File: config.mk
export PLATFORM = sky130hd
export DESIGN_NAME = isp_restart_seq_flat
export DESIGN_NICKNAME = d
export VERILOG_FILES = /design/src/rtl/isp_restart_seq_if.sv /design/src/rtl/isp_restart_seq.sv /design/src/flat_wrapper.sv
export SDC_FILE = /design/constraint.sdc
export NUM_CORES = 1
export LEC_CHECK = 0
export CORE_MARGIN = 2
export CORE_UTILIZATION = 40
export CTS_CLUSTER_DIAMETER = 120
export CTS_CLUSTER_SIZE = 14
export DETAILED_ROUTE_END_ITERATION = 7
export GPL_ROUTABILITY_DRIVEN = 1
export PLACE_DENSITY = 0.73
export SLEW_MARGIN = 20
export SYNTH_ARGS = -nofsm -noshare
export SYNTH_HDL_FRONTEND = slang
export SYNTH_SLANG_ARGS = --single-unit
File: constraint.sdc
create_clock -name CLK -period 1.8 [get_ports CLK]
set_clock_uncertainty 0.1 [all_clocks]
set_input_delay 0.36 -clock CLK [delete_from_list [all_inputs] [get_ports CLK]]
set_output_delay 0.36 -clock CLK [all_outputs]
set_load 0.03 [all_outputs]
File: src/rtl/isp_restart_seq_if.sv
// TPSRAM port bundle between the restart sequencer (master) and the SRAM macro (slave).
interface isp_restart_seq_if #(
    parameter int DATA_W = 8,
    parameter int ADDR_W = 6
);
    logic [DATA_W-1:0] i_TPSRAM_RD_sv;
    logic [ADDR_W-1:0] o_TPSRAM_WADDR_sv;
    logic [ADDR_W-1:0] o_TPSRAM_RADDR_sv;
    logic [DATA_W-1:0] o_TPSRAM_WD;
    logic              o_TPSRAM_WEN;
    logic              o_TPSRAM_REN;

    modport master (
        input  i_TPSRAM_RD_sv,
        output o_TPSRAM_WADDR_sv, o_TPSRAM_RADDR_sv, o_TPSRAM_WD, o_TPSRAM_WEN, o_TPSRAM_REN
    );
    modport slave (
        output i_TPSRAM_RD_sv,
        input  o_TPSRAM_WADDR_sv, o_TPSRAM_RADDR_sv, o_TPSRAM_WD, o_TPSRAM_WEN, o_TPSRAM_REN
    );
endinterface

File: src/rtl/isp_restart_seq.sv
// Post-ISP restart sequencer: classifies boot via an SRAM signature, rewrites it on
// cold boot and stretches the downstream reset; also services runtime restart requests.
module isp_restart_seq #(
    parameter int                DATA_W        = 8,
    parameter int                ADDR_W        = 6,
    parameter int                SIG_WORDS     = 4,
    parameter int                BASE_ADDR     = 60,
    parameter logic [DATA_W-1:0] SIG_SEED      = 'hA5,
    parameter int                RST_PULSE_CYC = 16
) (
    input  logic                 CLK,
    input  logic                 RESETn,
    input  logic                 i_restart_req,
    isp_restart_seq_if.master    ram,
    output logic                 o_reset_n,
    output logic                 o_busy,
    output logic                 o_cold_boot,
    output logic [7:0]           o_restart_cnt
);
    localparam int KW = (SIG_WORDS > 1) ? $clog2(SIG_WORDS) : 1;
    localparam int PW = (RST_PULSE_CYC > 1) ? $clog2(RST_PULSE_CYC) : 1;
    localparam logic [KW-1:0]     LAST   = KW'(SIG_WORDS - 1);
    localparam logic [PW-1:0]     P_LAST = PW'(RST_PULSE_CYC - 1);
    localparam logic [ADDR_W-1:0] BASE_A = ADDR_W'(BASE_ADDR);

    typedef enum logic [2:0] {IDLE, RD, CMP, WR_SIG, PULSE, RUN, CLR_SIG} state_t;

    state_t            state, state_nx;
    logic [KW-1:0]     k, k_nx, kp1;
    logic [PW-1:0]     pcnt, pcnt_nx;
    logic              wen, wen_nx, ren, ren_nx;
    logic [ADDR_W-1:0] waddr, waddr_nx, raddr, raddr_nx;
    logic [DATA_W-1:0] wd, wd_nx;
    logic              rst_q, rst_nx, busy_nx, cold, cold_nx;
    logic [7:0]        cnt, cnt_nx;

    function automatic logic [DATA_W-1:0] sig(input logic [KW-1:0] idx);
        return SIG_SEED ^ DATA_W'(idx);
    endfunction

    function automatic logic [ADDR_W-1:0] addr_of(input logic [KW-1:0] idx);
        return BASE_A + ADDR_W'(idx);
    endfunction

    assign kp1 = k + KW'(1);

    always_ff @(posedge CLK) begin
        if (!RESETn) begin
            state <= IDLE;
            k     <= '0;
            pcnt  <= '0;
            wen   <= 1'b0;
            ren   <= 1'b0;
            waddr <= BASE_A;
            raddr <= BASE_A;
            wd    <= '0;
            rst_q <= 1'b0;
            o_busy <= 1'b1;
            cold  <= 1'b0;
            cnt   <= '0;
        end else begin
            state <= state_nx;
            k     <= k_nx;
            pcnt  <= pcnt_nx;
            wen   <= wen_nx;
            ren   <= ren_nx;
            waddr <= waddr_nx;
            raddr <= raddr_nx;
            wd    <= wd_nx;
            rst_q <= rst_nx;
            o_busy <= busy_nx;
            cold  <= cold_nx;
            cnt   <= cnt_nx;
        end
    end

    // Outputs are registered, so each state's strobes are launched on the edge entering it.
    always_comb begin
        state_nx = state;
        k_nx     = k;
        pcnt_nx  = pcnt;
        wen_nx   = 1'b0;
        ren_nx   = 1'b0;
        waddr_nx = waddr;
        raddr_nx = raddr;
        wd_nx    = wd;
        rst_nx   = 1'b0;
        cold_nx  = cold;
        cnt_nx   = cnt;
        case (state)
            IDLE: begin
                k_nx     = '0;
                ren_nx   = 1'b1;
                raddr_nx = BASE_A;
                state_nx = RD;
            end
            RD: state_nx = CMP;
            CMP: begin
                if (ram.i_TPSRAM_RD_sv != sig(k)) begin
                    // First rewrite goes out on this edge; the last word overlaps PULSE entry.
                    cold_nx  = 1'b1;
                    k_nx     = '0;
                    pcnt_nx  = '0;
                    wen_nx   = 1'b1;
                    waddr_nx = BASE_A;
                    wd_nx    = sig('0);
                    state_nx = (SIG_WORDS == 1) ? PULSE : WR_SIG;
                end else if (k != LAST) begin
                    k_nx     = kp1;
                    ren_nx   = 1'b1;
                    raddr_nx = addr_of(kp1);
                    state_nx = RD;
                end else begin
                    cold_nx  = 1'b0;
                    rst_nx   = 1'b1;
                    state_nx = RUN;
                end
            end
            WR_SIG: begin
                k_nx     = kp1;
                wen_nx   = 1'b1;
                waddr_nx = addr_of(kp1);
                wd_nx    = sig(kp1);
                if (kp1 == LAST) state_nx = PULSE;
            end
            PULSE: begin
                if (pcnt == P_LAST) begin
                    rst_nx   = 1'b1;
                    cnt_nx   = (cnt == 8'hFF) ? cnt : cnt + 8'd1;
                    state_nx = RUN;
                end else begin
                    pcnt_nx = pcnt + PW'(1);
                end
            end
            RUN: begin
                rst_nx = 1'b1;
                if (i_restart_req) begin
                    rst_nx   = 1'b0;
                    k_nx     = '0;
                    wen_nx   = 1'b1;
                    waddr_nx = BASE_A;
                    wd_nx    = '0;
                    state_nx = CLR_SIG;
                end
            end
            CLR_SIG: begin
                if (k == LAST) begin
                    k_nx     = '0;
                    state_nx = IDLE;
                end else begin
                    k_nx     = kp1;
                    wen_nx   = 1'b1;
                    waddr_nx = addr_of(kp1);
                    wd_nx    = '0;
                end
            end
            default: state_nx = IDLE;
        endcase
    end

    assign busy_nx = (state_nx != RUN);

    assign ram.o_TPSRAM_WEN      = wen;
    assign ram.o_TPSRAM_REN      = ren;
    assign ram.o_TPSRAM_WADDR_sv = waddr;
    assign ram.o_TPSRAM_RADDR_sv = raddr;
    assign ram.o_TPSRAM_WD       = wd;
    assign o_reset_n             = rst_q;
    assign o_cold_boot           = cold;
    assign o_restart_cnt         = cnt;
endmodule

File: src/flat_wrapper.sv
// flat-port wrapper written by rule: the top's interface ports become plain ports
module isp_restart_seq_flat 
#(
    parameter int                DATA_W        = 8,
    parameter int                ADDR_W        = 6,
    parameter int                SIG_WORDS     = 4,
    parameter int                BASE_ADDR     = 60,
    parameter logic [DATA_W-1:0] SIG_SEED      = 'hA5,
    parameter int                RST_PULSE_CYC = 16
)
  (CLK, RESETn, i_restart_req, o_reset_n, o_busy, o_cold_boot, o_restart_cnt, ram_i_TPSRAM_RD_sv, ram_o_TPSRAM_WADDR_sv, ram_o_TPSRAM_RADDR_sv, ram_o_TPSRAM_WD, ram_o_TPSRAM_WEN, ram_o_TPSRAM_REN);
  isp_restart_seq_if #(.DATA_W(DATA_W), .ADDR_W(ADDR_W)) ram_i ();
  input  logic CLK;
  input  logic RESETn;
  input  logic i_restart_req;
  output logic o_reset_n;
  output logic o_busy;
  output logic o_cold_boot;
  output logic [7:0] o_restart_cnt;
  input wire logic [$bits(ram_i.i_TPSRAM_RD_sv)-1:0] ram_i_TPSRAM_RD_sv;
  output wire logic [$bits(ram_i.o_TPSRAM_WADDR_sv)-1:0] ram_o_TPSRAM_WADDR_sv;
  output wire logic [$bits(ram_i.o_TPSRAM_RADDR_sv)-1:0] ram_o_TPSRAM_RADDR_sv;
  output wire logic [$bits(ram_i.o_TPSRAM_WD)-1:0] ram_o_TPSRAM_WD;
  output wire logic [$bits(ram_i.o_TPSRAM_WEN)-1:0] ram_o_TPSRAM_WEN;
  output wire logic [$bits(ram_i.o_TPSRAM_REN)-1:0] ram_o_TPSRAM_REN;
  assign ram_i.i_TPSRAM_RD_sv = ram_i_TPSRAM_RD_sv;
  assign ram_o_TPSRAM_WADDR_sv = ram_i.o_TPSRAM_WADDR_sv;
  assign ram_o_TPSRAM_RADDR_sv = ram_i.o_TPSRAM_RADDR_sv;
  assign ram_o_TPSRAM_WD = ram_i.o_TPSRAM_WD;
  assign ram_o_TPSRAM_WEN = ram_i.o_TPSRAM_WEN;
  assign ram_o_TPSRAM_REN = ram_i.o_TPSRAM_REN;
  isp_restart_seq #(.DATA_W(DATA_W), .ADDR_W(ADDR_W), .SIG_WORDS(SIG_WORDS), .BASE_ADDR(BASE_ADDR), .SIG_SEED(SIG_SEED), .RST_PULSE_CYC(RST_PULSE_CYC)) u_core (.CLK(CLK), .RESETn(RESETn), .i_restart_req(i_restart_req), .ram(ram_i), .o_reset_n(o_reset_n), .o_busy(o_busy), .o_cold_boot(o_cold_boot), .o_restart_cnt(o_restart_cnt));
endmodule
==> results of run 1 <==
==> cell families (layout without fill, tap and decap cells) <==
group	count (synthesis)	in the layout	synth area share, %
other	2	11	0.467
AO/OA/AOI/OAI	38	38	15.2
buffers and inverters	28	64	10.3
flip-flops	29	29	36.1
AND/OR/NAND/NOR	79	79	27.5
adder cells (fa/ha/maj)	4	4	3.12
multiplexers	3	3	1.87
XOR/XNOR	10	10	5.45
==> cells in the mapped netlist, types with 2 or more instances <==
| cell type | number |
|---|---|
| a21o_1 | 2 |
| a21oi_1 | 7 |
| a31oi_1 | 6 |
| buf_2 | 3 |
| buf_4 | 13 |
| clkbuf_1 | 4 |
| conb_1 | 2 |
| dfxtp_1 | 29 |
| ha_1 | 4 |
| inv_1 | 6 |
| mux2i_1 | 3 |
| nand2_1 | 22 |
| nand2b_1 | 5 |
| nand3_1 | 9 |
| nand3b_1 | 4 |
| nor2_1 | 17 |
| nor2b_1 | 3 |
| nor3_1 | 5 |
| nor4_1 | 2 |
| o211ai_1 | 2 |
| o21ai_0 | 11 |
| xnor2_1 | 5 |
| xor2_1 | 5 |
==> metal layers <==
metal,global-route usage (%),vias up
met5,0,-
li1,-,739
met3,5.67,3
met2,29.2,50
met4,7.91,0
met1,21.5,689
==> state kept, by name (all words and copies together), names as in the netlist <==
name	cells
u_core.ram.o_TPSRAM_RADDR_sv	2
u_core.o_cold_boot	1
u_core.k	2
u_core.pcnt	4
u_core.o_reset_n	1
u_core.o_restart_cnt	8
u_core.ram.o_TPSRAM_REN	1
u_core.state	3
u_core.ram.o_TPSRAM_WEN	1
u_core.o_busy	1
u_core.ram.o_TPSRAM_WD	3
u_core.ram.o_TPSRAM_WADDR_sv	2
==> worst paths after layout <==
path	depth (start not counted)	slack, ps	startpoint	to
setup reg to reg	6	50	u_core.pcnt[1]	u_core.o_restart_cnt[7]
hold reg to reg	2	370	u_core.ram.o_TPSRAM_RADDR_sv[1]	u_core.ram.o_TPSRAM_RADDR_sv[1]
hold / removal	2	370	u_core.ram.o_TPSRAM_RADDR_sv[1]	u_core.ram.o_TPSRAM_RADDR_sv[1]
setup / recovery	1	20	u_core.o_restart_cnt[5]	o_restart_cnt[5]
==> power by group through the flow <==
| stage | Sequential (mW) | Clock [mW] | Combinational [mW] |
|---|---|---|---|
| floorplan | 0.707 | 0 | 0.161 |
| global placement | 0.687 | 0 | 0.249 |
| detailed placement | 0.688 | 0 | 0.251 |
| CTS | 0.674 | 0.822 | 0.248 |
| global route | 0.676 | 0.857 | 0.271 |
| finish | 0.673 | 0.817 | 0.247 |
==> through the flow <==
step | hold slack [ps] | cell area [um2] | std cells | setup TNS [ps] | power, mW
after CTS | 379 | 2140 | 287 | 0 | 1.74
final | 373 | 2170 | 288 | 0 | 1.74
after detailed placement | 354 | 2020 | 279 | -4530 | 0.939
after floorplan | 391 | 1640 | 202 | 0 | 0.868
after global placement | 345 | 2020 | 279 | -3880 | 0.937
after global routing | 397 | 2170 | 288 | -152 | 1.80
==> repair_timing <==
action | 4_1_cts | 5_1_grt
pin swaps | 4 | 1
setup buffers | 0 | 1
endpoints found under the setup margin | 13 | 12
hold buffers | 0 | 0
resized for setup | 12 | 7
==> final cells by class <==
cell class | count | share of cell area [%]
clock buffer | 5 | 3.17
clock inverter | 3 | 3.00
inverter | 6 | 1.04
multi-input combinational | 145 | 41.7
sequential | 29 | 26.8
tap | 50 | 2.89
timing repair buffer | 50 | 21.4
==> impl_metrics.csv, run 1 <==
group,metric,value,unit
final_layout,fillerInstances,374,
final_layout,final_util,55.0,%
pwr,pwr-share-seq,38.8,%
routing,dr.first_iter.drc_count,88,
floorplanning,die_h,67.4,um
global_route,grt_pass1_wl,6.03,mm
setup_path,crit_fanout,3,
sta,setup_ws,18.8,ps
pwr,ir_drop,0.000341,V
final_layout,diodes,0,
clock_network,path_clk_slew,70,ps
yosys,ys_seq_elements,29,
yosys,syn_inst,193,
floorplanning,start_util,40.7,%
floorplanning,fp.dieW,67.4,um
setup_path,cp_slowest_cell,"clkdlybuf4s50_1",
yosys,synth-seq-area-share,36.1,%
clock_network,htreeDepth,2,
pwr,power_leakage,0.987,nW
floorplanning,fp-row-count,23,
yosys,synth_ff_type,"dfxtp_1",
global_route,antenna_found_initial,0,
floorplanning,ios,44,
setup_path,slowest_delay,680,ps
setup_path,cp_data_required_time,1340,ps
routing,wl_met1,1.68,mm
hold_path,hp-class,"reg2reg",
yosys,synth_area_leaders,"dfxtp_1, buf_4, nand2_1, nor2_1, o21ai_0",
floorplanning,die_area,4540,um2
clock_network,cts_tree,"built",
yosys,syn_area_per_cell,8.32,um2
setup_path,critical_path_class,"reg2out",
routing,dr.max_layer_used,"met4",
routing,drc,0,
yosys,synth_edf_count,0,
yosys,yosysWarnings,0,
run_status,status,"complete, no violations",
routing,vias_per_cell,5.14,
setup_path,crit_family,"buffers and inverters",
clock_network,cts_sinks,29,
yosys,synth_top_area_share,36.1,%
yosys,ys_types,47,
final_layout,multiInputGateArea,903,um2
global_route,grt_pass1_vias,1364,
yosys,synth_top_area_cell,"dfxtp_1",
sta,setup_violations,0,
final_layout,fin_nets,252,
sta,slew_viol_final,0,
final_layout,drive_above_1_share,15.1,%
sta,rsz0062_at_grt,"true",
final_layout,final_cell_mix,"dfxtp_1, nand2_1, nor2_1, clkdlybuf4s50_1, buf_4",
routing,wire_per_inst,12.6,um
flow_run,maxCapViolCount,0,
routing,route.met3.wl,207,um
sta,fmax,561,MHz
pwr,p_int,1.31,mW
pwr,switching_share,24.8,%
setup_path,crit_path_end_kind,"output pin",
clock_network,cts_buffer_depth,2,
routing,drtPass1Iterations,6,
sta,timing.final.crit_share,99.0,%
final_layout,areaGrowthSynthToFinish,35.0,%
clock_network,clock_latency,290,ps
yosys,synth_area,1610,um2
routing,routed_wl,3.63,mm
pwr,switchingPower,0.431,mW
placed_design,preCtsSetupSlack,-336,ps
pwr,powerDensity,801,nW/um2
global_route,overflow,0,
pwr,combPwrFrac,14.2,%
routing,postRouteAntennaNets,0,
setup_path,cp-start-kind,"flip-flop",
global_route,grtUsageTotal,17.9,%
setup_path,crit_arrival,1320,ps
placed_design,dp_hpwl,2.67,mm
placed_design,gp_congestion,0.845,
setup_path,crit_chain,"clkdlybuf4s50_1",
placed_design,io_buffers,32,
floorplanning,core_area,3940,um2
global_route,grt_max_degree,19,
final_layout,seq_area,582,um2
pwr,clockPowerShare,47.0,%
yosys,async_flop_share,0,%
sta,hold_violations,0,
routing,met2_length,1.71,mm
setup_path,path_buf_inv,1,
clock_network,cts_made_buffers,5,
routing,via_count,1481,
final_layout,final_common_cell,"dfxtp_1",
sta,period_minus_slack,1780,ps
clock_network,ctsRootBufferMaster,"clkbuf_8",
Note: power is estimated with default switching activity, not from simulation.
==> run 2: changes to the inputs <==
Settings changed: CAP_MARGIN set to 20, CORE_MARGIN 2 to unset.
==> run 2 against run 1 <==
Register-to-register slack about the same. First-iteration DRC count decreased by 22%. Total power is 17% lower. Die area fell by 5.8%. Non-clock buffer count shrank 1.
==> impl_metrics.csv, run 2 (synthesized netlist as in run 1, its figures left out) <==
group,metric,value,unit
run_status,status,"complete, no violations",
setup_path,cp_data_required_time,1870,ps
clock_network,clock_latency,290,ps
setup_path,crit_start,"u_core.pcnt[1]",
global_route,grtUsageTotal,18.9,%
setup_path,timing.rr.end,"u_core.o_restart_cnt[5]",
final_layout,final_common_cell,"dfxtp_1",
setup_path,cp_slowest_cell,"dfxtp_1",
final_layout,fin_nets,251,
setup_path,critical_path_class,"reg2reg",
setup_path,crit_fanout,5,
clock_network,htreeDepth,2,
routing,routed_wl,3.73,mm
setup_path,crit_path_end_kind,"flip-flop",
setup_path,r2r_cells,6,
floorplanning,fp.dieW,65.4,um
setup_path,worstSetupPathDepth,6,
routing,postRouteAntennaNets,0,
pwr,p_int,1.03,mW
sta,timing.final.crit_share,97.3,%
final_layout,final_cell_mix,"dfxtp_1, nand2_1, nor2_1, clkdlybuf4s50_1, buf_4",
sta,slew_viol_final,0,
setup_path,cp-start-kind,"flip-flop",
hold_path,hp-class,"reg2reg",
clock_network,cts_buffer_depth,2,
setup_path,ff2ff_setup_slack,50,ps
routing,drtPass1Iterations,4,
floorplanning,start_util,42.9,%
sta,period_minus_slack,1750,ps
setup_path,path_buf_inv,0,
global_route,overflow,0,
global_route,grt_pass1_wl,6.05,mm
global_route,grt_max_degree,19,
setup_path,crit_family,"simple AND/OR/NAND/NOR gates",
global_route,grt_pass1_vias,1331,
floorplanning,die_h,65.4,um
clock_network,cts_sinks,29,
final_layout,drive_above_1_share,18.1,%
setup_path,crit_arrival,1830,ps
sta,hold_violations,0,
final_layout,diodes,0,
pwr,power_leakage,0.996,nW
sta,setup_ws,48.0,ps
setup_path,regToRegStartpoint,"u_core.pcnt[1]",
sta,setup_violations,0,
pwr,ir_drop,0.000366,V
pwr,combPwrFrac,18.0,%
pwr,pwr-share-seq,46.9,%
global_route,antenna_found_initial,0,
final_layout,areaGrowthSynthToFinish,36.1,%
setup_path,crit_chain,"ha_2 -> nand4b_4 -> or2_4 -> nor4_2 -> xnor2_1 -> nor2_1",
clock_network,cts_tree,"built",
clock_network,cts_made_buffers,5,
routing,via_count,1501,
final_layout,fillerInstances,343,
pwr,clockPowerShare,35.2,%
routing,wire_per_inst,13.1,um
floorplanning,fp-row-count,22,
placed_design,preCtsSetupSlack,-352,ps
floorplanning,die_area,4270,um2
clock_network,path_clk_slew,60,ps
routing,dr.first_iter.drc_count,69,
clock_network,cts_hold_buf,0,
placed_design,dp_hpwl,2.55,mm
sta,fmax,571,MHz
routing,vias_per_cell,5.27,
clock_network,ctsRootBufferMaster,"clkbuf_8",
final_layout,largest_reg_flops,8,
pwr,switchingPower,0.402,mW
pwr,switching_share,28.0,%
setup_path,slowest_delay,360,ps
routing,drc,0,
placed_design,gp_congestion,0.836,
setup_path,endpoint,"u_core.o_restart_cnt[5]",
floorplanning,ios,44,
sta,holdWs,353,ps
pwr,powerDensity,657,nW/um2
final_layout,final_util,58.4,%
flow_run,maxCapViolCount,0,
placed_design,io_buffers,32,
floorplanning,core_area,3740,um2
## run 2: repair_timing
item | in CTS | in global routing
setup buffers | 3 | 0
gates resized for setup | 11 | 24
hold endpoints to repair | 0 | 0
setup endpoints to repair | 13 | 29
pin swaps | 3 | 8
## run 2: power by group through the flow
stage	logic, mW	clock network [mW]	registers (mW)
floorplan	0.161	0	0.707
global placement	0.247	0	0.686
detailed placement	0.248	0	0.687
CTS	0.247	0.525	0.673
global route	0.279	0.556	0.675
finish	0.258	0.505	0.673
## run 2: routing by layer
metal	vias to the layer above	wire length, um	global-route usage [%]
met5	-	0	0
li1	739	-	-
met2	62	1700	28.1
met4	0	70	8.15
met3	9	292	6.94
met1	691	1660	24.3
## run 2: cell type report
class | instances | area [um2] | share of cell area, %
clock buffers | 8 | 80.1 | 3.66
inverters | 6 | 22.5 | 1.03
well taps | 48 | 60.1 | 2.75
multi-input cells | 145 | 961 | 43.9
flip-flops and latches | 29 | 582 | 26.6
repair buffers | 49 | 482 | 22.0
## run 2: stage by stage
stage	TNS (ps)	power (mW)	cells	cell area, um2
floorplan	0	0.868	202	1640
global placement	-3650	0.933	274	2000
detailed placement	-4260	0.935	274	2000
CTS	-28.4	1.45	285	2100
global route	-75.4	1.51	285	2190
finish	0	1.44	285	2190
## run 2: worst min path at each step
stage                                   from                 end  slack (ps)  depth (start not counted)
after floorplan               u_core.pcnt[1]      u_core.pcnt[1]         390                          2
after global placement    u_core.o_cold_boot  u_core.o_cold_boot         350                          2
final                     u_core.o_cold_boot  u_core.o_cold_boot         350                          2
after global routing      u_core.o_cold_boot  u_core.o_cold_boot         400                          2
after CTS                 u_core.o_cold_boot  u_core.o_cold_boot         360                          2
after detailed placement  u_core.o_cold_boot  u_core.o_cold_boot         350                          2
## run 2: worst min-delay path, cell delays in order (launching register included)
cell	delay [ps]
dfxtp_1	310
nand2_1	50
a21oi_1	50
